### src/rtl/n_bit_arbiter_encoder_if.sv
// Request/grant bundle shared between the arbiter and its requesters/consumer.
// The arbiter side drives the registered offer; the far side drives requests
// and the accept handshake.
interface n_bit_arbiter_encoder_if #(
   parameter int WIDTH = 4
);
   localparam int IDX_W = $clog2(WIDTH);

   logic [WIDTH-1:0] in;
   logic             lock;
   logic             ready;
   logic [IDX_W-1:0] out;
   logic [WIDTH-1:0] grant;
   logic             valid;
   logic             locked;

   modport master (
      input  in, lock, ready,
      output out, grant, valid, locked
   );

   modport slave (
      output in, lock, ready,
      input  out, grant, valid, locked
   );
endinterface

### src/rtl/n_bit_arbiter_encoder.sv
// Registered priority encoder / arbiter with a valid-ready offer.
// MODE 0 picks the highest set request; MODE 1 scans round-robin from a
// pointer that moves just past the last accepted index. An accepted grant
// may be re-offered as a locked burst if the requester asks for it.
module n_bit_arbiter_encoder #(
   parameter  int WIDTH = 4,
   parameter  int MODE  = 0,
   localparam int IDX_W = $clog2(WIDTH)
) (
   input logic clk,
   input logic rst,
   n_bit_arbiter_encoder_if.master bus
);

   typedef enum logic [1:0] {IDLE, OFFER, LOCKED} state_t;

   state_t           stateReg, stateNext;
   logic [IDX_W-1:0] outReg, outNext;
   logic [IDX_W-1:0] ptrReg, ptrNext, ptrAfter;
   logic [WIDTH-1:0] grantReg, grantNext;
   logic             lockedReg, lockedNext;
   logic             accept;
   logic             anyReq;

   // Winner selection; the round-robin scan runs backwards so that the
   // candidate closest to the pointer is the last (and therefore winning) write.
   function automatic logic [IDX_W-1:0] win(input logic [WIDTH-1:0] req,
                                            input logic [IDX_W-1:0] p);
      logic [IDX_W-1:0] w;
      int               j;
      w = '0;
      if (MODE == 0) begin
         for (int i = 0; i < WIDTH; i++)
            if (req[i]) w = IDX_W'(i);
      end else begin
         for (int k = WIDTH - 1; k >= 0; k--) begin
            j = int'(p) + k;
            if (j >= WIDTH) j = j - WIDTH;
            if (req[j]) w = IDX_W'(j);
         end
      end
      return w;
   endfunction

   assign accept = (stateReg != IDLE) && bus.ready;
   assign anyReq = |bus.in;

   // Pointer value that takes effect on this accept; wraps explicitly so a
   // non-power-of-two WIDTH never lands on an unused index.
   always_comb begin
      ptrAfter = ptrReg;
      if (MODE == 1 && accept)
         ptrAfter = (outReg == IDX_W'(WIDTH - 1)) ? '0 : outReg + IDX_W'(1);
   end

   // Next-state and next-offer logic; an offer is frozen until it is accepted.
   always_comb begin
      stateNext  = stateReg;
      outNext    = outReg;
      lockedNext = lockedReg;
      ptrNext    = ptrReg;
      grantNext  = '0;
      case (stateReg)
         IDLE: begin
            lockedNext = 1'b0;
            if (anyReq) begin
               outNext   = win(bus.in, ptrReg);
               stateNext = OFFER;
            end
         end
         default: begin
            if (accept) begin
               ptrNext = ptrAfter;
               if (bus.lock && bus.in[outReg]) begin
                  stateNext  = LOCKED;
                  lockedNext = 1'b1;
               end else if (anyReq) begin
                  outNext    = win(bus.in, ptrAfter);
                  stateNext  = OFFER;
                  lockedNext = 1'b0;
               end else begin
                  stateNext  = IDLE;
                  lockedNext = 1'b0;
               end
            end
         end
      endcase
      if (stateNext != IDLE)
         grantNext = {{(WIDTH-1){1'b0}}, 1'b1} << outNext;
   end

   // State and offer registers; reset clears everything, including a pending offer.
   always_ff @(posedge clk) begin
      if (rst) begin
         stateReg  <= IDLE;
         outReg    <= '0;
         ptrReg    <= '0;
         grantReg  <= '0;
         lockedReg <= 1'b0;
      end else begin
         stateReg  <= stateNext;
         outReg    <= outNext;
         ptrReg    <= ptrNext;
         grantReg  <= grantNext;
         lockedReg <= lockedNext;
      end
   end

   assign bus.out    = outReg;
   assign bus.grant  = grantReg;
   assign bus.valid  = (stateReg != IDLE);
   assign bus.locked = lockedReg;

endmodule

### src/flat_wrapper.sv
// flat-port wrapper written by rule: the top's interface ports become plain ports
module n_bit_arbiter_encoder_flat 
#(
   parameter  int WIDTH = 4,
   parameter  int MODE  = 0,
   localparam int IDX_W = $clog2(WIDTH)
)
  (clk, rst, bus_in, bus_lock, bus_ready, bus_out, bus_grant, bus_valid, bus_locked);
  n_bit_arbiter_encoder_if #(.WIDTH(WIDTH)) bus_i ();
  input logic clk;
  input logic rst;
  input wire logic [$bits(bus_i.in)-1:0] bus_in;
  input wire logic [$bits(bus_i.lock)-1:0] bus_lock;
  input wire logic [$bits(bus_i.ready)-1:0] bus_ready;
  output wire logic [$bits(bus_i.out)-1:0] bus_out;
  output wire logic [$bits(bus_i.grant)-1:0] bus_grant;
  output wire logic [$bits(bus_i.valid)-1:0] bus_valid;
  output wire logic [$bits(bus_i.locked)-1:0] bus_locked;
  assign bus_i.in = bus_in;
  assign bus_i.lock = bus_lock;
  assign bus_i.ready = bus_ready;
  assign bus_out = bus_i.out;
  assign bus_grant = bus_i.grant;
  assign bus_valid = bus_i.valid;
  assign bus_locked = bus_i.locked;
  n_bit_arbiter_encoder #(.WIDTH(WIDTH), .MODE(MODE)) u_core (.clk(clk), .rst(rst), .bus(bus_i));
endmodule
### config.mk
export PLATFORM = sky130hd
export DESIGN_NAME = n_bit_arbiter_encoder_flat
export DESIGN_NICKNAME = d
export VERILOG_FILES = /design/src/rtl/n_bit_arbiter_encoder_if.sv /design/src/rtl/n_bit_arbiter_encoder.sv /design/src/flat_wrapper.sv
export SDC_FILE = /design/constraint.sdc
export NUM_CORES = 1
export LEC_CHECK = 0
export CORE_AREA = 2 2 39 41
export DETAILED_ROUTE_END_ITERATION = 6
export DIE_AREA = 0 0 41 43
export HOLD_SLACK_MARGIN = 0.08
export PLACE_DENSITY = 0.68
export SLEW_MARGIN = 20
export SYNTH_ARGS = -nofsm -noshare
export SYNTH_HDL_FRONTEND = slang
export SYNTH_SLANG_ARGS = --single-unit
### constraint.sdc
create_clock -name clk -period 3.55 [get_ports clk]
set_input_delay 0.71 -clock clk [delete_from_list [all_inputs] [get_ports clk]]
set_output_delay 0.71 -clock clk [all_outputs]
set_load 0.01 [all_outputs]
-- Word-level counts from Yosys, hierarchy flattened
Index checks and enable logic that the tools add are counted.
- muxes and demuxes: 15
- bitwise logic cells: 1
- shift-type cells: 1
- reduce and logical (&&, ||, !) cells: 8
- magnitude comparators: 1
- operators with widths (operator ; count):
    two-way mux 2 bit ; 10
    two-way mux 1 bit ; 4
    nonzero test 2 bit ; 2
    OR reduction 2 bit ; 2
    OR reduction 4 bit ; 1
    left shift 1 x 2 -> 4 bit, first input constant ; 1
    < comparator 2 x 3 -> 1 bit, second input constant ; 1
    binary-select mux 1 bit (select 2 bit) ; 1
    logical AND 1 bit ; 2
    zero test 2 bit ; 1
    NOT 1 bit ; 1
- bits in registers: 9
- word-level logic and storage cells: 30

-- Depth between registers and ports, before layout
- depth in word-level cells: 9
- gate-level depth with buffers: 5

-- Worst setup path before layout
No wires, ideal clock.
- path kind: input to register
- start: in bus_in[0]
- end: reg u_core.outReg[1], in the netlist u_core.bus.out[1]
- arrival: 1.597 ns
- path slack: 1.818 ns
- path buffers: 0
- data required time: 3.415 ns
- cell stages on the path: 4
- cells stage by stage: mux2_4 a41o_1 o311ai_0 o41ai_1
- word-level cells in the longest chain between the ends: 6
- elaborated cells between the ends (all ways): 8
- ends and longest elaborated chain (what ; line ; RTL):
    from (decl) ; flat_wrapper.sv:12 ; input wire logic [$bits(bus_i.in)-1:0] bus_in;
    binary-select mux 1 bit (select 2 bit) ; n_bit_arbiter_encoder.sv:74 ; if (bus.lock && bus.in[outReg]) begin
    two-way mux 1 bit (implied by the code) ; n_bit_arbiter_encoder.sv:74 ;
    logical AND 1 bit ; n_bit_arbiter_encoder.sv:74 ;
    two-way mux 2 bit ; n_bit_arbiter_encoder.sv:74 ;
    two-way mux 2 bit ; n_bit_arbiter_encoder.sv:72 ; if (accept) begin
    two-way mux 2 bit (*) ; n_bit_arbiter_encoder.sv:63 ; case (stateReg)
    to (signal assigned) ; n_bit_arbiter_encoder.sv:102 ; outReg <= outNext;
    to (decl) ; n_bit_arbiter_encoder.sv:18 ; logic [IDX_W-1:0] outReg, outNext;
Every way passes the cells marked *; elsewhere a longest branch is shown, timed or not. The select of a mux whose other input is x is not followed.
A chain may end at the register's enable or synchronous reset.

-- Final worst setup path
- start: reg u_core.stateReg[0]
- end: out bus_valid
- word-level cells in the longest chain between the ends: 1
- ends and longest elaborated chain (what ; line ; RTL):
    from (decl) ; n_bit_arbiter_encoder.sv:17 ; state_t stateReg, stateNext;
    from (signal assigned) ; n_bit_arbiter_encoder.sv:101 ; stateReg <= stateNext;
    nonzero test 2 bit ; n_bit_arbiter_encoder.sv:111 ; assign bus.valid = (stateReg != IDLE);
    to (decl) ; flat_wrapper.sv:17 ; output wire logic [$bits(bus_i.valid)-1:0] bus_valid;
No other way between the ends.

==> impl_metrics.tcl <==
set metrics [dict create \
    remaining_drc_errors 0 \
    finalMaxSlewViolations 0 \
    num_rows 14 \
    routed.top_layer "met4" \
    synthDistinctLibCells 32 \
    post-cts-setup-buffer-count 0 \
    start_util 0.382 \
    period_needed_ns 2.26 \
    ant_nets 0 \
    drt_iter0_markers 30 \
    post-route-util 0.508 \
    drtPass1Iterations 4 \
    place_congestion 0.956 \
    cts_tree "built" \
    cp.required_ns 2.84 \
    setup_viol 0 \
    seq_area_frac_synth 0.341 \
    rsz0062_at_grt "no" \
    p_total_uw 293 \
    r2r-start "u_core.bus.out[1]$_SDFF_PP0_" \
    fin_setup_tns_ns 0 \
    wl_met1_um 590 \
    switchingPower_uw 91.4 \
    antenna_found_initial 0 \
    clk_pin_slew_worst_paths_ns 0.06 \
    power_leakage_nw 0.270 \
    layout-drive-gt1-share 0.103 \
    vdd_ir_drop_max_mv 0.211 \
    wl_per_cell_um 14.0 \
    grt_first_pass_wirelength_um 2150 \
    dpl_cell_area_um2 677 \
    cts-buffers-inserted 3 \
    numPortBuffers 15 \
    path_class "flip-flop to primary output" \
    cts_root_buf "clkbuf_4" \
    fin_nets 87 \
    wl_met3_um 108 \
    cp-start-kind "flip-flop" \
    setup_ws_ns 1.29 \
    tightest_slew_ns 0.582 \
    p_int_uw 201 \
    critical_path.max_fanout 8 \
    dieArea_mm2 0.00176 \
    dieWidth_um 41 \
    final_area_um2 703 \
    h-tree-depth 1 \
    vias_per_cell 5.86 \
    synth_fp_nets 69 \
    max_freq_mhz 443 \
    min_period_over_period 0.636 \
    fill_cells 131 \
    overflow 0 \
    worst_setup_path_end_kind "primary output" \
    ctsLongestPathBuffers 2 \
    hold_violations 0 \
    synth_seq_cells 9 \
    dp_slack_ns 1.18 \
    holdBufCountCts 0 \
    cellPowerDensity_mw_per_mm2 416 \
    synth_area_um2 528 \
    cts_resized 0 \
    routed_wl_um 1320 \
    seq_power_share 0.411 \
    hpwl_um 988 \
    grt_max_degree 9 \
    vias 551 \
    synth_cells 61 \
    critPathArrivalTime_ns 1.55 \
    yosys_warnings 0 \
    syn_to_final_growth_pct 33.2 \
    antennaDiodeCount 0 \
    worstSetupStartpoint "u_core.stateReg[0]$_SDFF_PP0_" \
    track_usage 0.182 \
    grt_pass1_vias 479 \
    io_pins 16 \
    numClockSinks 9 \
    clkLatencyLatePin_ns 0.27 \
    maxCapViolations 0 \
    hold_class "flip-flop to flip-flop" \
    timing.slew.headroom 0.609 \
    die_height_um 43 \
    finalClockSkew_ns 0.00676 \
    core_area_mm2 0.00138 \
    min-delay-start "u_core.bus.locked$_SDFFE_PP0N_" \
    syn_area_per_cell_um2 8.66 \
    comb_power_share 0.313 \
    met2_length_um 611 \
    switching_share 0.312 \
    status "finished, final reports clean" \
    clkPwrFrac 0.276 \
]
[state kept, by name, indices dropped and copies added, names as in the netlist]
register           flops
u_core.bus.out         2
u_core.bus.grant       4
u_core.stateReg        2
u_core.bus.locked      1
[through the flow]
step | instances | hold WS, ns
after CTS | 94 | 0.501
after floorplan | 61 | 0.506
final | 94 | 0.503
after detailed placement | 90 | 0.487
after global routing | 94 | 0.522
after global placement | 90 | 0.496
[layout by cell type, fill, tap and decap left out, drive strengths merged]
cell type and count:
a211o 1, a211oi 2, a21boi 1, a21oi 4
a22oi 2, a41o 1, and3 1, clkbuf 4
clkdlybuf4s50 15, dfxtp 9, inv 4, mux2 1
mux2i 1, nand2 1, nand2b 1, nand3 1
nand4 2, nor2 7, nor2b 2, nor3 3
nor4 2, o21a 1, o21ai 2, o21ba 1
o221ai 2, o22a 1, o22ai 1, o311ai 1
o41ai 3, or2b 1
[cells in the mapped netlist]
master / number / area [µm²]
dfxtp_1: 9 / 180
nor2_1: 6 / 22.5
inv_1: 4 / 15.0
a21oi_1: 3 / 15.0
nor3_1: 3 / 15.0
o41ai_1: 3 / 26.3
a211oi_1: 2 / 15.0
a22oi_1: 2 / 15.0
nand4_1: 2 / 12.5
nor2b_1: 2 / 12.5
nor4_1: 2 / 12.5
o21ai_0: 2 / 10.0
o221ai_1: 2 / 17.5
a211o_1: 1 / 8.76
a21boi_0: 1 / 7.51
a21oi_2: 1 / 8.76
a41o_1: 1 / 10.0
and3_2: 1 / 7.51
buf_6: 1 / 11.3
clkdlybuf4s25_2: 1 / 10.0
mux2_4: 1 / 15.0
mux2i_1: 1 / 10.0
nand2_1: 1 / 3.75
nand2b_1: 1 / 6.26
nand3_1: 1 / 5.00
nor2_2: 1 / 6.26
o21a_1: 1 / 7.51
o21ba_2: 1 / 10.0
o22a_1: 1 / 8.76
o22ai_1: 1 / 6.26
o311ai_0: 1 / 8.76
or2b_1: 1 / 7.51
[area by class of cell]
cell class / instances / area (µm²) / area share
multi-input combinational: 46 / 312 / 0.443
sequential: 9 / 180 / 0.256
timing repair buffer: 15 / 150 / 0.214
clock buffer: 4 / 26.3 / 0.0374
tap: 16 / 20.0 / 0.0285
inverter: 4 / 15.0 / 0.0214
[kinds of logic after synthesis]
logic type      share of synthesized area
flops                               0.341
buf+inv                            0.0687
simple gates                        0.211
mux                                0.0474
compound gates                      0.332
[power by group through the flow]
stage | sequential, mW | clock [mW] | combinational, mW
floorplan | 0.123 | 0 | 0.0534
CTS | 0.120 | 0.0841 | 0.0912
global placement | 0.122 | 0 | 0.0907
global route | 0.122 | 0.0885 | 0.0998
detailed placement | 0.122 | 0 | 0.0906
finish | 0.120 | 0.0806 | 0.0916
[critical path, stage by stage, from the launching register on]
cell and delay [ns]:
dfxtp_1 0.34, nor2_2 0.30, inv_1 0.13, clkdlybuf4s50_1 0.50
[per-layer routing]
layer | up-vias | GRT usage
met5 | - | 0
met2 | 29 | 0.256
li1 | 275 | -
met4 | 0 | 0.0600
met1 | 245 | 0.240
met3 | 2 | 0.0785
[path summary, 6_finish.rpt]
| path | end | slack, ns | cells after the start |
|---|---|---|---|
| worst max-delay path | bus_valid | 1.29 | 3 |
| worst min-delay path | u_core.bus.locked$_SDFFE_PP0N_ | 0.50 | 2 |
| worst max register to register | u_core.bus.out[1]$_SDFF_PP0_ | 1.86 | 4 |
| worst min register to register | u_core.bus.locked$_SDFFE_PP0N_ | 0.50 | 2 |
Power figures use the tool's default switching activity.
